## src/rtl/gauss_pkg.sv

```systemverilog
// Shared types and widths for the Gaussian sampler initiator.
package gauss_pkg;

  localparam int WORD_W      = 64;
  localparam int SAMP_W      = 32;
  localparam int TIMEOUT_DEF = 2000;
  localparam int GAP_DEF     = 2;

  typedef enum logic [2:0] {
    IDLE   = 3'd0,
    FILL   = 3'd1,
    SEND_A = 3'd2,
    GAP1   = 3'd3,
    SEND_B = 3'd4,
    WAIT   = 3'd5,
    OUT    = 3'd6,
    COOL   = 3'd7
  } gauss_state_e;

endpackage

```

## src/rtl/gauss_sample_driver_if.sv

```systemverilog
// PRNG word stream, sampler (r1/r2 -> val) and downstream sample stream.
interface gauss_sample_driver_if;
  import gauss_pkg::*;

  logic                     rnd_valid;
  logic [WORD_W-1:0]        rnd_data;
  logic                     rnd_ready;
  logic                     r1_valid;
  logic                     r2_valid;
  logic [WORD_W-1:0]        r1;
  logic [WORD_W-1:0]        r2;
  logic                     val_valid;
  logic signed [SAMP_W-1:0] val;
  logic                     samp_valid;
  logic signed [SAMP_W-1:0] samp_data;
  logic                     samp_ready;

  modport master (
    input  rnd_valid, rnd_data, val_valid, val, samp_ready,
    output rnd_ready, r1_valid, r2_valid, r1, r2, samp_valid, samp_data
  );

  modport slave (
    output rnd_valid, rnd_data, val_valid, val, samp_ready,
    input  rnd_ready, r1_valid, r2_valid, r1, r2, samp_valid, samp_data
  );

endinterface

```

## src/rtl/gauss_word_buf.sv

```systemverilog
// Four-word PRNG buffer: arm restarts a fill, rnd_ready is registered and drops with the 4th transfer.
module gauss_word_buf
  import gauss_pkg::*;
(
  input  logic                    clk,
  input  logic                    rst,
  input  logic                    arm,
  input  logic                    rnd_valid,
  input  logic [WORD_W-1:0]       rnd_data,
  output logic                    rnd_ready,
  output logic                    full,
  output logic [3:0][WORD_W-1:0]  w
);

  logic [1:0] fill_cnt;
  logic       xfer;

  assign xfer = rnd_valid && rnd_ready;
  // full flags the cycle in which the last word lands, so the FSM can leave FILL on that edge
  assign full = xfer && (fill_cnt == 2'd3);

  always_ff @(posedge clk or posedge rst) begin
    if (rst) begin
      rnd_ready <= 1'b0;
      fill_cnt  <= 2'd0;
    end else if (arm) begin
      rnd_ready <= 1'b1;
      fill_cnt  <= 2'd0;
    end else if (xfer) begin
      fill_cnt <= fill_cnt + 2'd1;
      if (fill_cnt == 2'd3)
        rnd_ready <= 1'b0;
    end
  end

  always_ff @(posedge clk) begin
    if (xfer)
      w[fill_cnt] <= rnd_data;
  end

endmodule

```

## src/rtl/gauss_sample_driver.sv

```systemverilog
// Initiator for the mkgauss sampler: fetches 4 PRNG words per sample, issues two r1/r2 pairs, forwards val.
// Optional latency statistics ports are enabled by defining GAUSS_DRV_STATS_EN.
module gauss_sample_driver
  import gauss_pkg::*;
#(
  parameter int TIMEOUT    = TIMEOUT_DEF,
  parameter int GAP_CYCLES = GAP_DEF
) (
  input  logic                  clk,
  input  logic                  rst,
  input  logic                  start,
  input  logic [15:0]           num_samples,
  output logic                  busy,
  output logic                  done,
  output logic                  err_timeout,
  gauss_sample_driver_if.master bus
`ifdef GAUSS_DRV_STATS_EN
  ,
  output logic [31:0]           stat_lat_total,
  output logic [15:0]           stat_lat_max
`endif
);

  localparam logic [2:0] S_IDLE   = IDLE;
  localparam logic [2:0] S_FILL   = FILL;
  localparam logic [2:0] S_SEND_A = SEND_A;
  localparam logic [2:0] S_GAP1   = GAP1;
  localparam logic [2:0] S_SEND_B = SEND_B;
  localparam logic [2:0] S_WAIT   = WAIT;
  localparam logic [2:0] S_OUT    = OUT;
  localparam logic [2:0] S_COOL   = COOL;

  logic [2:0]                state;
  logic [15:0]               n_lat;
  logic [15:0]               samp_cnt;
  logic [15:0]               tcnt;
  logic [15:0]               gap_cnt;
  logic                      samp_vld;
  logic signed [SAMP_W-1:0]  samp_q;
  logic                      rnd_rdy;
  logic                      buf_full;
  logic [3:0][WORD_W-1:0]    w;
  logic                      start_acc;
  logic                      cool_exit;
  logic                      batch_end;
  logic                      wait_expired;
  logic                      arm;

  gauss_word_buf u_buf (
    .clk       (clk),
    .rst       (rst),
    .arm       (arm),
    .rnd_valid (bus.rnd_valid),
    .rnd_data  (bus.rnd_data),
    .rnd_ready (rnd_rdy),
    .full      (buf_full),
    .w         (w)
  );

  assign bus.rnd_ready  = rnd_rdy;
  assign bus.samp_valid = samp_vld;
  assign bus.samp_data  = samp_q;

  always_comb begin
    start_acc    = (state == S_IDLE) && start;
    cool_exit    = (state == S_COOL) && !bus.val_valid && (gap_cnt == 16'(GAP_CYCLES));
    batch_end    = cool_exit && (samp_cnt == n_lat);
    wait_expired = (state == S_WAIT) && !bus.val_valid && (tcnt == 16'(TIMEOUT - 1));
    arm          = (start_acc && (num_samples != 16'd0)) || (cool_exit && !batch_end);
  end

  // r1/r2 are decoded from state so they read zero whenever their valids are low
  always_comb begin
    bus.r1_valid = 1'b0;
    bus.r2_valid = 1'b0;
    bus.r1       = '0;
    bus.r2       = '0;
    if (state == S_SEND_A) begin
      bus.r1_valid = 1'b1;
      bus.r2_valid = 1'b1;
      bus.r1       = w[0];
      bus.r2       = w[1];
    end else if (state == S_SEND_B) begin
      bus.r1_valid = 1'b1;
      bus.r2_valid = 1'b1;
      bus.r1       = w[2];
      bus.r2       = w[3];
    end
  end

  always_ff @(posedge clk or posedge rst) begin
    if (rst) begin
      state       <= S_IDLE;
      busy        <= 1'b0;
      done        <= 1'b0;
      err_timeout <= 1'b0;
      samp_vld    <= 1'b0;
      samp_q      <= '0;
      n_lat       <= '0;
      samp_cnt    <= '0;
      tcnt        <= '0;
      gap_cnt     <= '0;
    end else begin
      done <= 1'b0;
      case (state)
        S_IDLE: begin
          if (start_acc) begin
            n_lat       <= num_samples;
            err_timeout <= 1'b0;
            samp_cnt    <= '0;
            if (num_samples == 16'd0) begin
              done <= 1'b1;
            end else begin
              busy  <= 1'b1;
              state <= S_FILL;
            end
          end
        end
        S_FILL:   if (buf_full) state <= S_SEND_A;
        S_SEND_A: state <= S_GAP1;
        S_GAP1:   state <= S_SEND_B;
        S_SEND_B: begin
          tcnt  <= '0;
          state <= S_WAIT;
        end
        S_WAIT: begin
          if (bus.val_valid) begin
            samp_q   <= bus.val;
            samp_vld <= 1'b1;
            state    <= S_OUT;
          end else if (wait_expired) begin
            err_timeout <= 1'b1;
            done        <= 1'b1;
            busy        <= 1'b0;
            state       <= S_IDLE;
          end else begin
            tcnt <= tcnt + 16'd1;
          end
        end
        S_OUT: begin
          if (bus.samp_ready) begin
            samp_vld <= 1'b0;
            samp_cnt <= samp_cnt + 16'd1;
            gap_cnt  <= '0;
            state    <= S_COOL;
          end
        end
        S_COOL: begin
          // a sampler still holding val_valid restarts the idle gap
          if (bus.val_valid) begin
            gap_cnt <= '0;
          end else if (cool_exit) begin
            if (batch_end) begin
              done  <= 1'b1;
              busy  <= 1'b0;
              state <= S_IDLE;
            end else begin
              state <= S_FILL;
            end
          end else begin
            gap_cnt <= gap_cnt + 16'd1;
          end
        end
        default: state <= S_IDLE;
      endcase
    end
  end

`ifdef GAUSS_DRV_STATS_EN
  function automatic logic [31:0] sat_add32(input logic [31:0] a, input logic [31:0] b);
    logic [32:0] s;
    s = {1'b0, a} + {1'b0, b};
    return s[32] ? 32'hFFFF_FFFF : s[31:0];
  endfunction

  logic        leave_wait;
  logic [15:0] wait_len;

  assign leave_wait = (state == S_WAIT) && (bus.val_valid || wait_expired);
  assign wait_len   = tcnt + 16'd1;

  always_ff @(posedge clk or posedge rst) begin
    if (rst) begin
      stat_lat_total <= '0;
      stat_lat_max   <= '0;
    end else if (start_acc) begin
      stat_lat_total <= '0;
      stat_lat_max   <= '0;
    end else if (leave_wait) begin
      stat_lat_total <= sat_add32(stat_lat_total, {16'd0, wait_len});
      if (wait_len > stat_lat_max)
        stat_lat_max <= wait_len;
    end
  end
`endif

endmodule

```

## src/flat_wrapper.sv

```systemverilog
// flat-port wrapper written by rule: the top's interface ports become plain ports
module gauss_sample_driver_flat import gauss_pkg::*;
#(
  parameter int TIMEOUT    = TIMEOUT_DEF,
  parameter int GAP_CYCLES = GAP_DEF
)
  (clk, rst, start, num_samples, busy, done, err_timeout, bus_rnd_valid, bus_rnd_data, bus_val_valid, bus_val, bus_samp_ready, bus_rnd_ready, bus_r1_valid, bus_r2_valid, bus_r1, bus_r2, bus_samp_valid, bus_samp_data);
  gauss_sample_driver_if bus_i ();
  input  logic clk;
  input  logic rst;
  input  logic start;
  input  logic [15:0] num_samples;
  output logic busy;
  output logic done;
  output logic err_timeout;
  input wire logic [$bits(bus_i.rnd_valid)-1:0] bus_rnd_valid;
  input wire logic [$bits(bus_i.rnd_data)-1:0] bus_rnd_data;
  input wire logic [$bits(bus_i.val_valid)-1:0] bus_val_valid;
  input wire logic [$bits(bus_i.val)-1:0] bus_val;
  input wire logic [$bits(bus_i.samp_ready)-1:0] bus_samp_ready;
  output wire logic [$bits(bus_i.rnd_ready)-1:0] bus_rnd_ready;
  output wire logic [$bits(bus_i.r1_valid)-1:0] bus_r1_valid;
  output wire logic [$bits(bus_i.r2_valid)-1:0] bus_r2_valid;
  output wire logic [$bits(bus_i.r1)-1:0] bus_r1;
  output wire logic [$bits(bus_i.r2)-1:0] bus_r2;
  output wire logic [$bits(bus_i.samp_valid)-1:0] bus_samp_valid;
  output wire logic [$bits(bus_i.samp_data)-1:0] bus_samp_data;
  assign bus_i.rnd_valid = bus_rnd_valid;
  assign bus_i.rnd_data = bus_rnd_data;
  assign bus_i.val_valid = bus_val_valid;
  assign bus_i.val = bus_val;
  assign bus_i.samp_ready = bus_samp_ready;
  assign bus_rnd_ready = bus_i.rnd_ready;
  assign bus_r1_valid = bus_i.r1_valid;
  assign bus_r2_valid = bus_i.r2_valid;
  assign bus_r1 = bus_i.r1;
  assign bus_r2 = bus_i.r2;
  assign bus_samp_valid = bus_i.samp_valid;
  assign bus_samp_data = bus_i.samp_data;
  gauss_sample_driver #(.TIMEOUT(TIMEOUT), .GAP_CYCLES(GAP_CYCLES)) u_core (.clk(clk), .rst(rst), .start(start), .num_samples(num_samples), .busy(busy), .done(done), .err_timeout(err_timeout), .bus(bus_i));
endmodule
```

## config.mk

```make
export PLATFORM = sky130hd
export DESIGN_NAME = gauss_sample_driver_flat
export DESIGN_NICKNAME = d
export VERILOG_FILES = /design/src/rtl/gauss_pkg.sv /design/src/rtl/gauss_sample_driver_if.sv /design/src/rtl/gauss_word_buf.sv /design/src/rtl/gauss_sample_driver.sv /design/src/flat_wrapper.sv
export SDC_FILE = /design/constraint.sdc
export NUM_CORES = 1
export LEC_CHECK = 0
export BUFFER_PORTS_ARGS = -buffer_cell sky130_fd_sc_hd__buf_2
export CAP_MARGIN = 30
export CORE_MARGIN = 2
export CORE_UTILIZATION = 57
export CTS_BUF_LIST = sky130_fd_sc_hd__clkbuf_4
export CTS_CLUSTER_SIZE = 8
export DETAILED_ROUTE_END_ITERATION = 8
export PLACE_DENSITY = 0.82
export REMOVE_ABC_BUFFERS = 1
export SLEW_MARGIN = 20
export SYNTH_ARGS = -nofsm -noshare
export SYNTH_HDL_FRONTEND = slang
export SYNTH_HIERARCHICAL = 1
export SYNTH_SLANG_ARGS = --single-unit
```

## constraint.sdc

```tcl
create_clock -name clk -period 4.1 [get_ports clk]
set_input_delay 0.615 -clock clk [delete_from_list [all_inputs] [get_ports clk]]
set_output_delay 0.615 -clock clk [all_outputs]
set_load 0.1 [all_outputs]
```

* Yosys cells after proc, flatten, opt, wreduce, memory -nomap -nowiden
Index checks and enable logic that the tools add are counted.
Word-level totals: flip-flop bits (word level) 362, output and inout port bits 167, logic and storage cells 138
Operators by class: add/subtract/negate cells 4, $lt $le $gt $ge 2, equal/unequal tests 24, muxes and demuxes 57, reduce and logical (&&, ||, !) cells 35
Operators by type and width (number):
- 2-to-1 mux 64 bit | 5
- bitwise mux 256 bit | 1
- demux 64 bit (select 2 bit) | 1
- 2-to-1 mux 16 bit | 7
- case mux 16 bit (2 select lines) | 3
- adder 16 x 1 -> 16 bit, second input constant | 3
- 2-to-1 mux 1 bit | 25
- 2-to-1 mux 3 bit | 8
- case mux 3 bit (8 select lines) | 1
- == test 16 x 11 -> 1 bit, second input constant | 1
- == test 16 bit | 1
- == test 16 x 2 -> 1 bit, second input constant | 1
- logical NOT 16 bit | 1
- nonzero test 16 bit | 1
- nonzero test 2 bit | 7
- == test 3 bit, second input constant | 4
- inequality test 2 bit, second input constant | 6
- AND reduction 3 bit | 4
- logical AND 1 bit | 11
- inequality test 2 x 1 -> 1 bit, second input constant | 5
- AND reduction 8 bit | 1
- AND reduction 7 bit | 1
- == test 3 x 2 -> 1 bit, second input constant | 2
- case mux 1 bit (3 select lines) | 2
- 15 further kinds | 20

* Depth between registers and ports, before layout
depth after elaboration 9, mapped depth 8

* Cells and area by module
The synthesis kept the hierarchy.
Modules (own cells, without submodules):
- gauss_word_buf | times used 1, cells each 278, area an instance 7912.6 sq um, seq. area each 7762.4 sq um
- gauss_sample_driver | times used 1, cells each 603, area an instance 6202.2 sq um, seq. area each 2577.5 sq um

* Worst setup path after synthesis
No wires, ideal clock.
path type reg-to-reg, start point register u_core.u_buf.rnd_ready, end point register u_core/u_buf/w[0] in the netlist's numbering (enable), setup time 429 ps, arrival 2672 ps, data required time 3671 ps, setup slack 999 ps, stages on the path, launching flop included 2, path buffers 0, period minus slack after synthesis 3101 ps, path through dfrtp_1 -> and3_1
Between the ends: cells in the longest elaborated chain, start to end 1
RTL lines:
- start: declaration | line gauss_word_buf.sv:10 | output logic rnd_ready,
- start signal: assignment | line gauss_word_buf.sv:24 | rnd_ready <= 1'b0;
- start signal: assignment | line gauss_word_buf.sv:27 | rnd_ready <= 1'b1;
- start signal: assignment | line gauss_word_buf.sv:32 | rnd_ready <= 1'b0;
- logical AND 1 bit | line gauss_word_buf.sv:18 | assign xfer = rnd_valid && rnd_ready;
- end signal: indexed assignment | line gauss_word_buf.sv:38 | w[fill_cnt] <= rnd_data;
- end: declaration | line gauss_word_buf.sv:12 | output logic [3:0][WORD_W-1:0] w
Every way passes these cells. A chain may end at the register's enable or synchronous reset.

* Worst setup path after layout
start point register u_core.state[0], end point output bus_r2[29]
Between the ends: cells in the longest elaborated chain, start to end 3, elaborated cells on any way between the ends 4
RTL lines:
- start: declaration | line gauss_sample_driver.sv:33 | logic [2:0] state;
- start signal: assignment | line gauss_sample_driver.sv:93 | state <= S_IDLE;
- start signal: assignment | line gauss_sample_driver.sv:115 | state <= S_FILL;
- start signal: assignment | line gauss_sample_driver.sv:119 | S_FILL: if (buf_full) state <= S_SEND_A;
- == test 3 bit | line gauss_sample_driver.sv:83 | end else if (state == S_SEND_B) begin
- 2-to-1 mux 64 bit | line gauss_sample_driver.sv:83
- 2-to-1 mux 64 bit * | line gauss_sample_driver.sv:78 | if (state == S_SEND_A) begin
- end: declaration | line flat_wrapper.sv:25 | output wire logic [$bits(bus_i.r2)-1:0] bus_r2;
Mark *: on every way between the ends. The rest lies on a longest branch, timed or not.

==> results.cfg <==
[floorplanning]
die_h_um = 161
start_util_pct = 58.0
rows = 57
die-area_um2 = 26000
die_width_um = 161
num_io_pins = 285
core_um2 = 24300

[final_layout]
final_layout_size_suffix_gt1_share_pct = 38.9
layout_commonest_cell = buf_2
nets = 1344
final_cell_mix = buf_2, edfxtp_1, a22o_1
fin_util_pct = 70.0
nFillCells = 1584
syn_to_final_growth_pct = 20.5

[routing]
drtIter0Drc = 786
avgViaCountPerCell = 5.62
routed_wl_um = 30000
avgRoutedWirePerCell_um = 18.6
antenna_left = 0
firstDrtPassIters = 5
drcViolationCount = 0
dr_total_vias = 9059

[cts]
cts_tree = done
root_buffer = clkbuf_4
htreeDepth = 3
numCtsBuffers = 87
postCtsSetupBuffers = 0
post_cts_resized = 0
cts_hold_buf = 1
clock_latency_ps = 700
clkSinkCount = 362
clockBufferDepth = 3
clkTransAtPathRegs_ps = 70

[critical_path]
max_stage_delay_ps = 620
crit_required_ps = 3480
cp_cell_sequence = nor2_1, and2_4, buf_12, a22o_1, buf_2
critPathKind = flip-flop to primary output
arrival_ps = 3170
startpoint_type = flip-flop
cp_max_fo = 61
crit_slowest_cell = dfrtp_1
crit_path_end_kind = primary output
rr_worst_depth = 5

[sta]
slew-limit-headroom_pct = 37.0
finalSetupViolCount = 0
tightest_slew_ps = 946
finalHoldViolations = 0
clock.fmax_ghz = 0.265
finClkSkew_ps = 54.4
period_share_pct = 92.2
period_minus_slack_ps = 3780
setup_tns_ps = 0
rsz0062_at_grt = false
whs_ps = 130
timing.final.ws_setup_ps = 319
maxSlewViolCount = 0

[run_status]
status = completed

[synthesis]
ys_async_sr_fraction_pct = 29.3
synth_top_flop_cell = edfxtp_1
synth.area.top_cells = edfxtp_1, dfrtp_1, a22o_1, mux2_2, xnor2_1
syn_avg_cell_area_um2 = 16.0
ys_warn_count = 6
ys_types = 52
syn_area_um2 = 14100
synth_top_area_share_pct = 54.5
syn_inst = 881
ys_seq_elements = 362
yosysTopAreaCell = edfxtp_1
synth_edf_count = 256
ys_seq_area_share_pct = 73.3

[global_route]
antenna_found_initial = 4
grt_pass1_wl_um = 46600
grt_overflow = 0
grtUsageTotal_pct = 23.0
grt_max_degree = 130
grt_pass1_vias = 8802

[placement]
portBuffers = 284
place_congestion = 0.868
dpl.hpwl_um = 19100
pre_cts_ws_ps = 1050

[min_path]
hp-class = input pin to flip-flop
holdPathStages = 1

[job]
maxCapViolations = 0

[pwr]
power_density_nw_per_um2 = 831
power.static_leakage_nw = 7.02
ir_worst_vdd_v = 0.000777
## worst max-delay path, delay by kind of cell, from the launching register on
kind,cells,cell delay (ps)
AOI/OAI and AO/OA,1,240
and+or+nand+nor,2,820
buffers and inverters,2,750
DFF,1,620
## registers in the layout, summed over array words and instances (netlist names), 2 cells and up
signal / flops
u_core/bus.samp_data: 32
u_core/gap_cnt: 16
u_core/n_lat: 16
u_core/samp_cnt: 16
u_core/state: 3
u_core/tcnt: 16
u_core/u_buf/fill_cnt: 2
u_core/u_buf/w: 256
## cells in the mapped netlist (15+ instances only)
cell,n
a22o_1,129
clkbuf_1,35
dfrtp_1,106
edfxtp_1,256
mux2_2,50
nand2_1,33
nand3_1,20
nand4_1,15
nor2_1,42
o21ai_0,15
xnor2_1,27
xor2_1,18
## per-stage QoR
stage / area [um^2] / std cells / power [mW]
floorplan: 13900 / 831 / 10.3
finish: 17000 / 1612 / 14.1
detailed placement: 15900 / 1452 / 11.4
global placement: 15900 / 1451 / 11.3
CTS: 17000 / 1611 / 14.3
global route: 17000 / 1611 / 14.7
## power by group
group	total (mW)	leakage, nW	switching, mW	internal (mW)
combinational	6.31	2.68	5.18	1.14
sequential	5.02	3.70	0.350	4.67
clock	2.81	0.642	1.37	1.44
## layer usage
metal | vias up | global-route usage, % | part of all wire, %
met2 | 440 | 37.1 | 49
met3 | 64 | 6.16 | 8.3
met4 | 6 | 8.56 | 2.1
li1 | 4164 | - | -
met5 | - | 0 | 0.14
met1 | 4385 | 30.2 | 40
## worst paths after layout
check | from | end | slack (ps)
min in group asynchronous | rst | u_core/u_buf/rnd_ready | 400
worst max-delay path | u_core/state[0] | bus_r2[29] | 320
worst max register to register | u_core/state[2] | u_core/tcnt[9] | 1630
worst min register to register | u_core/bus.samp_data[22] | u_core/bus.samp_data[22] | 500
worst min-delay path | bus_rnd_data[45] | u_core/u_buf/w[237] | 130
max in group asynchronous | rst | u_core/bus.samp_data[13] | 2730
## kinds of logic (layout without fill, tap and decap cells)
family,count (synthesis),after routing,synth area share [%]
DFF,362,362,73.3
and+or+nand+nor,186,186,7.29
AOI/OAI and AO/OA,171,171,10.1
buffers and inverters,57,463,1.70
muxes,52,52,4.17
xor gates and xnor gates,45,45,2.79
adders and majority gates,8,8,0.709
other,0,1,0
## final cells by class
type                    count  area, um^2  area share [%]
well taps                 324         405            2.38
flip-flops and latches    362       10300            60.8
diodes                      1        2.50          0.0147
multi-input cells         462        3550            20.9
clock buffers             127         953            5.60
inverters                   7        28.8           0.169
clock inverters            31         140           0.824
repair buffers            298        1590            9.36
Power figures use the tool's default switching activity.
